**config.mk**
```make
export PLATFORM = sky130hd
export DESIGN_NAME = go_arbiter
export DESIGN_NICKNAME = d
export VERILOG_FILES = /design/src/rtl/go_arb_pkg.sv /design/src/rtl/rr_pick.sv /design/src/rtl/go_arbiter.sv
export SDC_FILE = /design/constraint.sdc
export NUM_CORES = 1
export LEC_CHECK = 0
export ABC_AREA = 1
export CAP_MARGIN = 10
export CORE_MARGIN = 3
export CORE_UTILIZATION = 42
export DETAILED_ROUTE_END_ITERATION = 12
export PLACE_DENSITY = 0.74
export SLEW_MARGIN = 20
export SYNTH_ARGS = -nofsm -noshare
export SYNTH_HDL_FRONTEND = slang
export SYNTH_SLANG_ARGS = --single-unit
```
**constraint.sdc**
```tcl
create_clock -name clk -period 2.2 [get_ports clk]
set_input_delay 0.44 -clock clk [delete_from_list [all_inputs] [get_ports clk]]
set_output_delay 0.44 -clock clk [all_outputs]
set_load 0.05 [all_outputs]
```
**src/rtl/go_arb_pkg.sv**
```systemverilog
// Shared constants and state encoding for the go/kill/done engine arbiter.
package go_arb_pkg;

   localparam int unsigned N_REQ_DEF   = 3;
   localparam int unsigned TIMEOUT_DEF = 255;
   localparam int unsigned TO_W_DEF    = 8;

   typedef logic [1:0] state_t;

   localparam state_t IDLE = 2'd0;
   localparam state_t GO   = 2'd1;
   localparam state_t WAIT = 2'd2;
   localparam state_t KILL = 2'd3;

endpackage

```
**src/rtl/rr_pick.sv**
```systemverilog
// Round-robin picker: first set request at or above ptr, wrapping modulo N_REQ.
module rr_pick #(
   parameter int unsigned N_REQ = 3,
   localparam int unsigned IW   = (N_REQ > 1) ? $clog2(N_REQ) : 1
) (
   input  logic [N_REQ-1:0] req,
   input  logic [IW-1:0]    ptr,
   output logic [N_REQ-1:0] pick,
   output logic [IW-1:0]    pick_idx
);

   logic          found;
   logic [IW-1:0] idx;

   always_comb begin
      pick     = '0;
      pick_idx = '0;
      found    = 1'b0;
      idx      = '0;
      for (int k = 0; k < int'(N_REQ); k++) begin
         idx = IW'((32'(ptr) + 32'(k)) % N_REQ);
         if (!found && req[idx]) begin
            found     = 1'b1;
            pick[idx] = 1'b1;
            pick_idx  = idx;
         end
      end
   end

endmodule

```
**src/rtl/go_arbiter.sv**
```systemverilog
// Round-robin owner of a single go/kill/done delay engine shared by N_REQ requesters.
// Define GO_ARB_TIMEOUT_EN to add the WAIT-state timer that forces a kill.
module go_arbiter
   import go_arb_pkg::*;
#(
   parameter int unsigned N_REQ   = N_REQ_DEF,
   parameter int unsigned TIMEOUT = TIMEOUT_DEF,
   parameter int unsigned TO_W    = TO_W_DEF
) (
   input  logic             clk,
   input  logic             reset,
   input  logic [N_REQ-1:0] req,
   input  logic [N_REQ-1:0] abort,
   input  logic             kill_clr,
   input  logic             eng_done,
   output logic             eng_go,
   output logic             eng_kill,
   output logic [N_REQ-1:0] grant,
   output logic             busy,
   output logic [N_REQ-1:0] done,
   output logic [N_REQ-1:0] err,
   output logic             kill_ltchd
);

   localparam int unsigned IW = (N_REQ > 1) ? $clog2(N_REQ) : 1;

   state_t           state_q, state_d;
   logic [N_REQ-1:0] grant_q, grant_d;
   logic [IW-1:0]    ptr_q, ptr_d;
   logic             kill_q, kill_d;
   logic [N_REQ-1:0] pick;
   logic [IW-1:0]    pick_idx;
   logic             abort_hit;
   logic             timeout_hit;

   rr_pick #(
      .N_REQ (N_REQ)
   ) u_rr_pick (
      .req      (req),
      .ptr      (ptr_q),
      .pick     (pick),
      .pick_idx (pick_idx)
   );

   // Abort bits of requesters that do not own the engine are ignored.
   assign abort_hit = |(abort & grant_q);

`ifdef GO_ARB_TIMEOUT_EN
   logic [TO_W-1:0] timer_q, timer_d;

   // Zero during GO, so in WAIT the timer equals cycles since eng_go.
   always_comb begin
      timer_d = '0;
      if (state_q == GO || state_q == WAIT) begin
         timer_d = timer_q + 1'b1;
      end
   end

   assign timeout_hit = (state_q == WAIT) && (timer_q >= TO_W'(TIMEOUT - 1));

   always_ff @(posedge clk) begin
      if (reset) begin
         timer_q <= '0;
      end else begin
         timer_q <= timer_d;
      end
   end
`else
   // Timer parameters stay on the interface so both builds share one instantiation.
   logic [TO_W-1:0] unused_timeout;
   assign unused_timeout = TO_W'(TIMEOUT);
   assign timeout_hit    = 1'b0;
`endif

   always_comb begin
      state_d = state_q;
      grant_d = grant_q;
      ptr_d   = ptr_q;
      unique case (state_q)
         IDLE: begin
            if (|req) begin
               grant_d = pick;
               ptr_d   = (pick_idx == IW'(N_REQ - 1)) ? '0 : pick_idx + 1'b1;
               state_d = GO;
            end
         end
         GO: begin
            state_d = WAIT;
         end
         WAIT: begin
            // Completion beats a same-cycle abort or timeout.
            if (eng_done) begin
               grant_d = '0;
               state_d = IDLE;
            end else if (abort_hit || timeout_hit) begin
               state_d = KILL;
            end
         end
         KILL: begin
            grant_d = '0;
            state_d = IDLE;
         end
         default: begin
            grant_d = '0;
            state_d = IDLE;
         end
      endcase
   end

   always_comb begin
      kill_d = kill_q;
      if (state_q == KILL) begin
         kill_d = 1'b1;
      end else if (kill_clr) begin
         kill_d = 1'b0;
      end
   end

   always_ff @(posedge clk) begin
      if (reset) begin
         state_q <= IDLE;
         grant_q <= '0;
         ptr_q   <= '0;
         kill_q  <= 1'b0;
      end else begin
         state_q <= state_d;
         grant_q <= grant_d;
         ptr_q   <= ptr_d;
         kill_q  <= kill_d;
      end
   end

   assign eng_go     = (state_q == GO);
   assign eng_kill   = (state_q == KILL);
   assign busy       = (state_q != IDLE);
   assign grant      = grant_q;
   assign done       = (state_q == WAIT && eng_done) ? grant_q : '0;
   assign err        = (state_q == KILL) ? grant_q : '0;
   assign kill_ltchd = kill_q;

endmodule

```
# Word level (Yosys, flattened, before mapping)
# Cells that the tools add are included.
[word_totals]
register_bits = 8
output_inout_bits = 13
wordCells = 75
[op_classes]
addsub = 3
div_mod_pow = 3
n_lt_le_gt_ge = 6
eq_ne = 7
mux = 32
bitwise_logic = 3
n_reduce_logical = 17
[op_table]
columns = ["cell", "n"]
rows = [
  ["modulo 32 x 2 -> 32 bit, second input constant", 2],
  ["modulo 2 x 2 -> 32 bit, second input constant", 1],
  ["2-to-1 mux 3 bit", 7],
  ["2-to-1 mux 2 bit", 7],
  ["2-to-1 mux 1 bit", 10],
  ["less-than comparator 2 x 3 -> 1 bit, second input constant", 3],
  ["one-hot mux 3 bit (3 select lines)", 1],
  ["one-hot mux 2 bit (4 select lines)", 1],
  ["binary-select mux 1 bit (select 2 bit)", 3],
  ["demux 1 bit (select 2 bit)", 3],
  ["== test 2 bit, second input constant", 3],
  ["greater-or-equal comparator 2 x 1 -> 1 bit, second input constant", 3],
  ["logical AND 1 bit", 6],
  ["OR 3 bit", 2],
  ["OR reduction 3 bit", 2],
  ["inequality test 2 bit, second input constant", 2],
  ["AND reduction 2 bit", 2],
  ["nonzero test 2 bit", 2],
  ["adder 2 x 1 -> 3 bit, second input constant", 1],
  ["adder 2 x 2 -> 3 bit, second input constant", 1],
  ["bitwise AND 3 bit", 1],
  ["inequality test 3 bit, second input constant", 1],
  ["AND reduction 3 bit", 1],
  ["nonzero test 3 bit", 1],
  ["other kinds (4)", 5],
]

# Depth between registers and ports, before layout
[depth]
word_depth = 12
mapped_depth = 13
ltp_nobuf = 13

# Cells and area by module
# From an unflattened synthesis, not the netlist that was laid out.
[hier_totals]
cells_unflattened = 135
area_unflattened_um2 = 749.5
[modules_own_cells]
columns = ["module", "instances", "cells_each", "area_each_um2"]
rows = [
  ["go_arbiter", 1, 73, 432.9],
  ["rr_pick", 1, 62, 316.6],
]

# Least setup slack after synthesis
# No wires, ideal clock.
[synth_path]
kind = "reg2out"
start = "register grant_q[2], in the netlist grant[2]"
end = "output done[2]"
arrival_time_ns = 1.433
required_time_ns = 1.760
setup_slack_ns = 0.327
stages_incl_launch_ff = 3
cell_sequence = "dfxtp_1 > inv_1 > nor2_1"
[synth_between]
elab_chain_cells = 1
[synth_rtl]
columns = ["element", "line_no", "source"]
rows = [
  ["start: declaration", "go_arbiter.sv:28", "logic [N_REQ-1:0] grant_q, grant_d;"],
  ["start signal: assignment", "go_arbiter.sv:127", "grant_q <= grant_d;"],
  ["2-to-1 mux 3 bit", "go_arbiter.sv:137", "assign done = (state_q == WAIT && eng_done) ? grant_q : '0;"],
  ["end: declaration", "go_arbiter.sv:20", "output logic [N_REQ-1:0] done,"],
]
# No other way between the ends.

# Worst setup path after layout
[layout_path]
start = "register state_q[1]"
end = "output busy"
[layout_between]
elab_chain_cells = 1
[layout_rtl]
columns = ["element", "line_no", "source"]
rows = [
  ["start: declaration", "go_arbiter.sv:27", "state_t state_q, state_d;"],
  ["start signal: assignment", "go_arbiter.sv:126", "state_q <= state_d;"],
  ["nonzero test 2 bit", "go_arbiter.sv:135", "assign busy = (state_q != IDLE);"],
  ["end: declaration", "go_arbiter.sv:19", "output logic busy,"],
]
# No other way between the ends.

==> flow_summary.ini <==
[timing]
finalSetupViolCount = 0
fin_worst_skew_ns = 0.00391
finalMaxSlewViolations = 0
final.min_clock_period_ns = 2.07
hold_violations = 0
maxSlewHeadroom_pct = 66.2
grt_setup_unrepaired = false
fin_setup_tns_ns = 0
tightest_slew_ns = 0.506
fmax_ghz = 0.483
period_share_pct = 94.2

[yosys]
synth-edff-count = 0
yosys_warnings = 0
synth.distinct_cells = 19
synth_top_area_cell = dfxtp_1
synth_nets = 137
synth.most_common_cell = nand2_1
synth_top_area_share_pct = 22.9
synthArstFlopShare_pct = 0
seq_area_frac_synth_pct = 22.9
synth_area_leaders = dfxtp_1 (23%), nand2_1 (20%), inv_1 (10%)
synthCells = 123
synth_flop_cell = dfxtp_1
netlist_area_um2 = 699
yosys_register_bits = 8
avgSynthCellArea_um2 = 5.69
netlist_top_cells_count = nand2_1 (37), inv_1 (19), nor2_1 (15)

[critical_path]
crit_buf_inv = 2
cpPeakStageDelay_ns = 0.81
path_cells = nor2_2 > inv_2 > clkdlybuf4s50_1
cp.depth = 3
cpLargestDelayFamily = buffers and inverters
critPathRequiredTime_ns = 1.76
critPathLaunchType = register
cp_max_fo = 6
arrival_ns = 1.63
crit_start = state_q[1]$_SDFFE_PP0P_
crit_path_top_delay_cell = clkdlybuf4s50_1
r2r-end = ptr_q[1]$_SDFFE_PP0P_
timing_worst_setup_path_type = register to output pin
reg2reg_slack_ns = 0.38
ff2ff_path_depth = 12
r2r-start = ptr_q[0]$_SDFFE_PP0P_
endpoint = busy
endpoint_kind = output pin

[clocking]
cts_setup_buffers = 0
path_clk_slew_ns = 0.06
tritoncts = yes
cts_sinks = 8
ctsHoldBuffers = 0
clock_path_buffers = 2
cts-resized-gates = 0
cts-root-buf = clkbuf_4
cts_buffers = 3
htree_num_levels = 1
clk_latency_ns = 0.26

[power_and_ir_drop]
power.leakage_nw = 0.505
sw_frac_of_total_pct = 53.8
p_total_w = 0.00106
vdd_ir_drop_max_mv = 0.654
seqPwrFrac_pct = 20.5
p_int_w = 0.000491
pwr-share-comb_pct = 68.7
p_switching_w = 0.000571
power_density_nw_per_um2 = 1080
clock_power_share_pct = 10.8

[route]
drt_first_iter_violations = 52
ant_nets = 0
drc = 0
vias = 854
wl_mm = 1.96
viasPerCell = 5.24
dr.pass1.iters = 4
wl_per_cell_um = 12.0

[global_route]
grt_max_degree = 9
grt_overflow = 0
grt_pass1_vias = 719
grt_pass1_wl_mm = 3.07
grt_util_all_layers_pct = 19.5
antenna_found_initial = 0

[final_layout]
n_antenna_cell = 0
drive_above_1_share_pct = 10.9
utilization_pct = 63.6
areaGrowthSynthToFinish_pct = 40.1
layout.nets = 163

[run]
drv_cap = 0

[place]
port-buffer-count = 22
hpwl_mm = 1.65
routabilityCongestion = 0.905

[floorplanning]
start_util_pct = 45.4
core_um2 = 1540
ios = 23
dieWidth_um = 46.8
die_h_um = 46.8
die_area_um2 = 2190
rows = 14

[status]
status = finished clean

[worst_hold_path]
min_path_type = register to register
==> cells in the final DEF (no fill, tap or decap) <==
cell type	count
a211oi_1	1
a21oi_1	5
a31oi_1	2
buf_12	3
buf_4	4
clkbuf_4	3
clkdlybuf4s50_1	15
dfxtp_1	8
dlymetal6s2s_1	1
ha_1	4
inv_1	19
inv_2	2
nand2_1	37
nand2_2	2
nand3_1	14
nand3_2	1
nand3b_1	1
nand4_1	2
nor2_1	15
nor2_2	1
o21ai_0	6
o22ai_1	1
==> worst register-to-register path: stages (launching register included) <==
cell and delay, ns:
dfxtp_1 0.37, inv_1 0.08, ha_1 0.41, inv_1 0.16, nand2_1 0.06, nand3_1 0.07, nand2_1 0.11, nand3_2 0.12
nand2_1 0.06, nor2_1 0.12, nand2_1 0.07, nand2_1 0.06, inv_1 0.04
==> registers in the layout (all words and copies together), names as in the netlist <==
register / count
state_q: 2
grant: 3
kill_ltchd: 1
ptr_q: 2
==> power by group through the flow <==
stage | Sequential (W) | Clock [W] | Combinational, W
CTS | 0.000217 | 0.000113 | 0.000725
floorplan | 0.000273 | 0 | 0.000503
global placement | 0.000218 | 0 | 0.000718
detailed placement | 0.000221 | 0 | 0.000721
global route | 0.000223 | 0.000127 | 0.000807
finish | 0.000218 | 0.000114 | 0.000729
==> per-layer routing <==
metal / part of all wire [%] / global-route usage [%]
met4: 1.6 / 3.31
met5: 0 / 0
met2: 50 / 34.1
met3: 7.1 / 6.13
met1: 41 / 23.8
==> through the flow <==
| stage | setup WS [ns] | cells | hold slack (ns) | instance area (um2) |
|---|---|---|---|---|
| after floorplan | 0.327 | 123 | 0.546 | 699 |
| final | 0.128 | 163 | 0.464 | 980 |
| after detailed placement | 0.280 | 160 | 0.463 | 955 |
| after global routing | 0.0818 | 163 | 0.494 | 980 |
| after CTS | 0.0364 | 163 | 0.471 | 977 |
| after global placement | 0.304 | 160 | 0.455 | 955 |
==> area by class of cell <==
| cell class | count | area, um2 |
|---|---|---|
| Fill cell | 158 | 562 |
| Multi-Input combinational cell | 92 | 445 |
| Timing Repair Buffer | 23 | 253 |
| Sequential cell | 8 | 160 |
| Inverter | 21 | 78.8 |
| Clock buffer | 3 | 22.5 |
| Tap cell | 16 | 20.0 |
==> how the worst min path moves through the flow <==
| stage | startpoint | endpoint | slack (ns) | cells after the start |
|---|---|---|---|---|
| after global placement | kill_ltchd$_SDFFE_PP0P_ | kill_ltchd$_SDFFE_PP0P_ | 0.46 | 2 |
| after detailed placement | kill_ltchd$_SDFFE_PP0P_ | kill_ltchd$_SDFFE_PP0P_ | 0.46 | 2 |
| after floorplan | ptr_q[0]$_SDFFE_PP0P_ | ptr_q[0]$_SDFFE_PP0P_ | 0.55 | 2 |
| after global routing | kill_ltchd$_SDFFE_PP0P_ | kill_ltchd$_SDFFE_PP0P_ | 0.49 | 2 |
| after CTS | kill_ltchd$_SDFFE_PP0P_ | kill_ltchd$_SDFFE_PP0P_ | 0.47 | 2 |
| final | kill_ltchd$_SDFFE_PP0P_ | kill_ltchd$_SDFFE_PP0P_ | 0.46 | 2 |
==> logic make-up after synthesis <==
logic type	synth area share, %
AO/OA/AOI/OAI	11.6
AND/OR/NAND/NOR	44.9
adder cells (fa/ha/maj)	7.16
flip-flops	22.9
buffers and inverters	13.4
No activity file was read; power rests on OpenSTA's default activity.
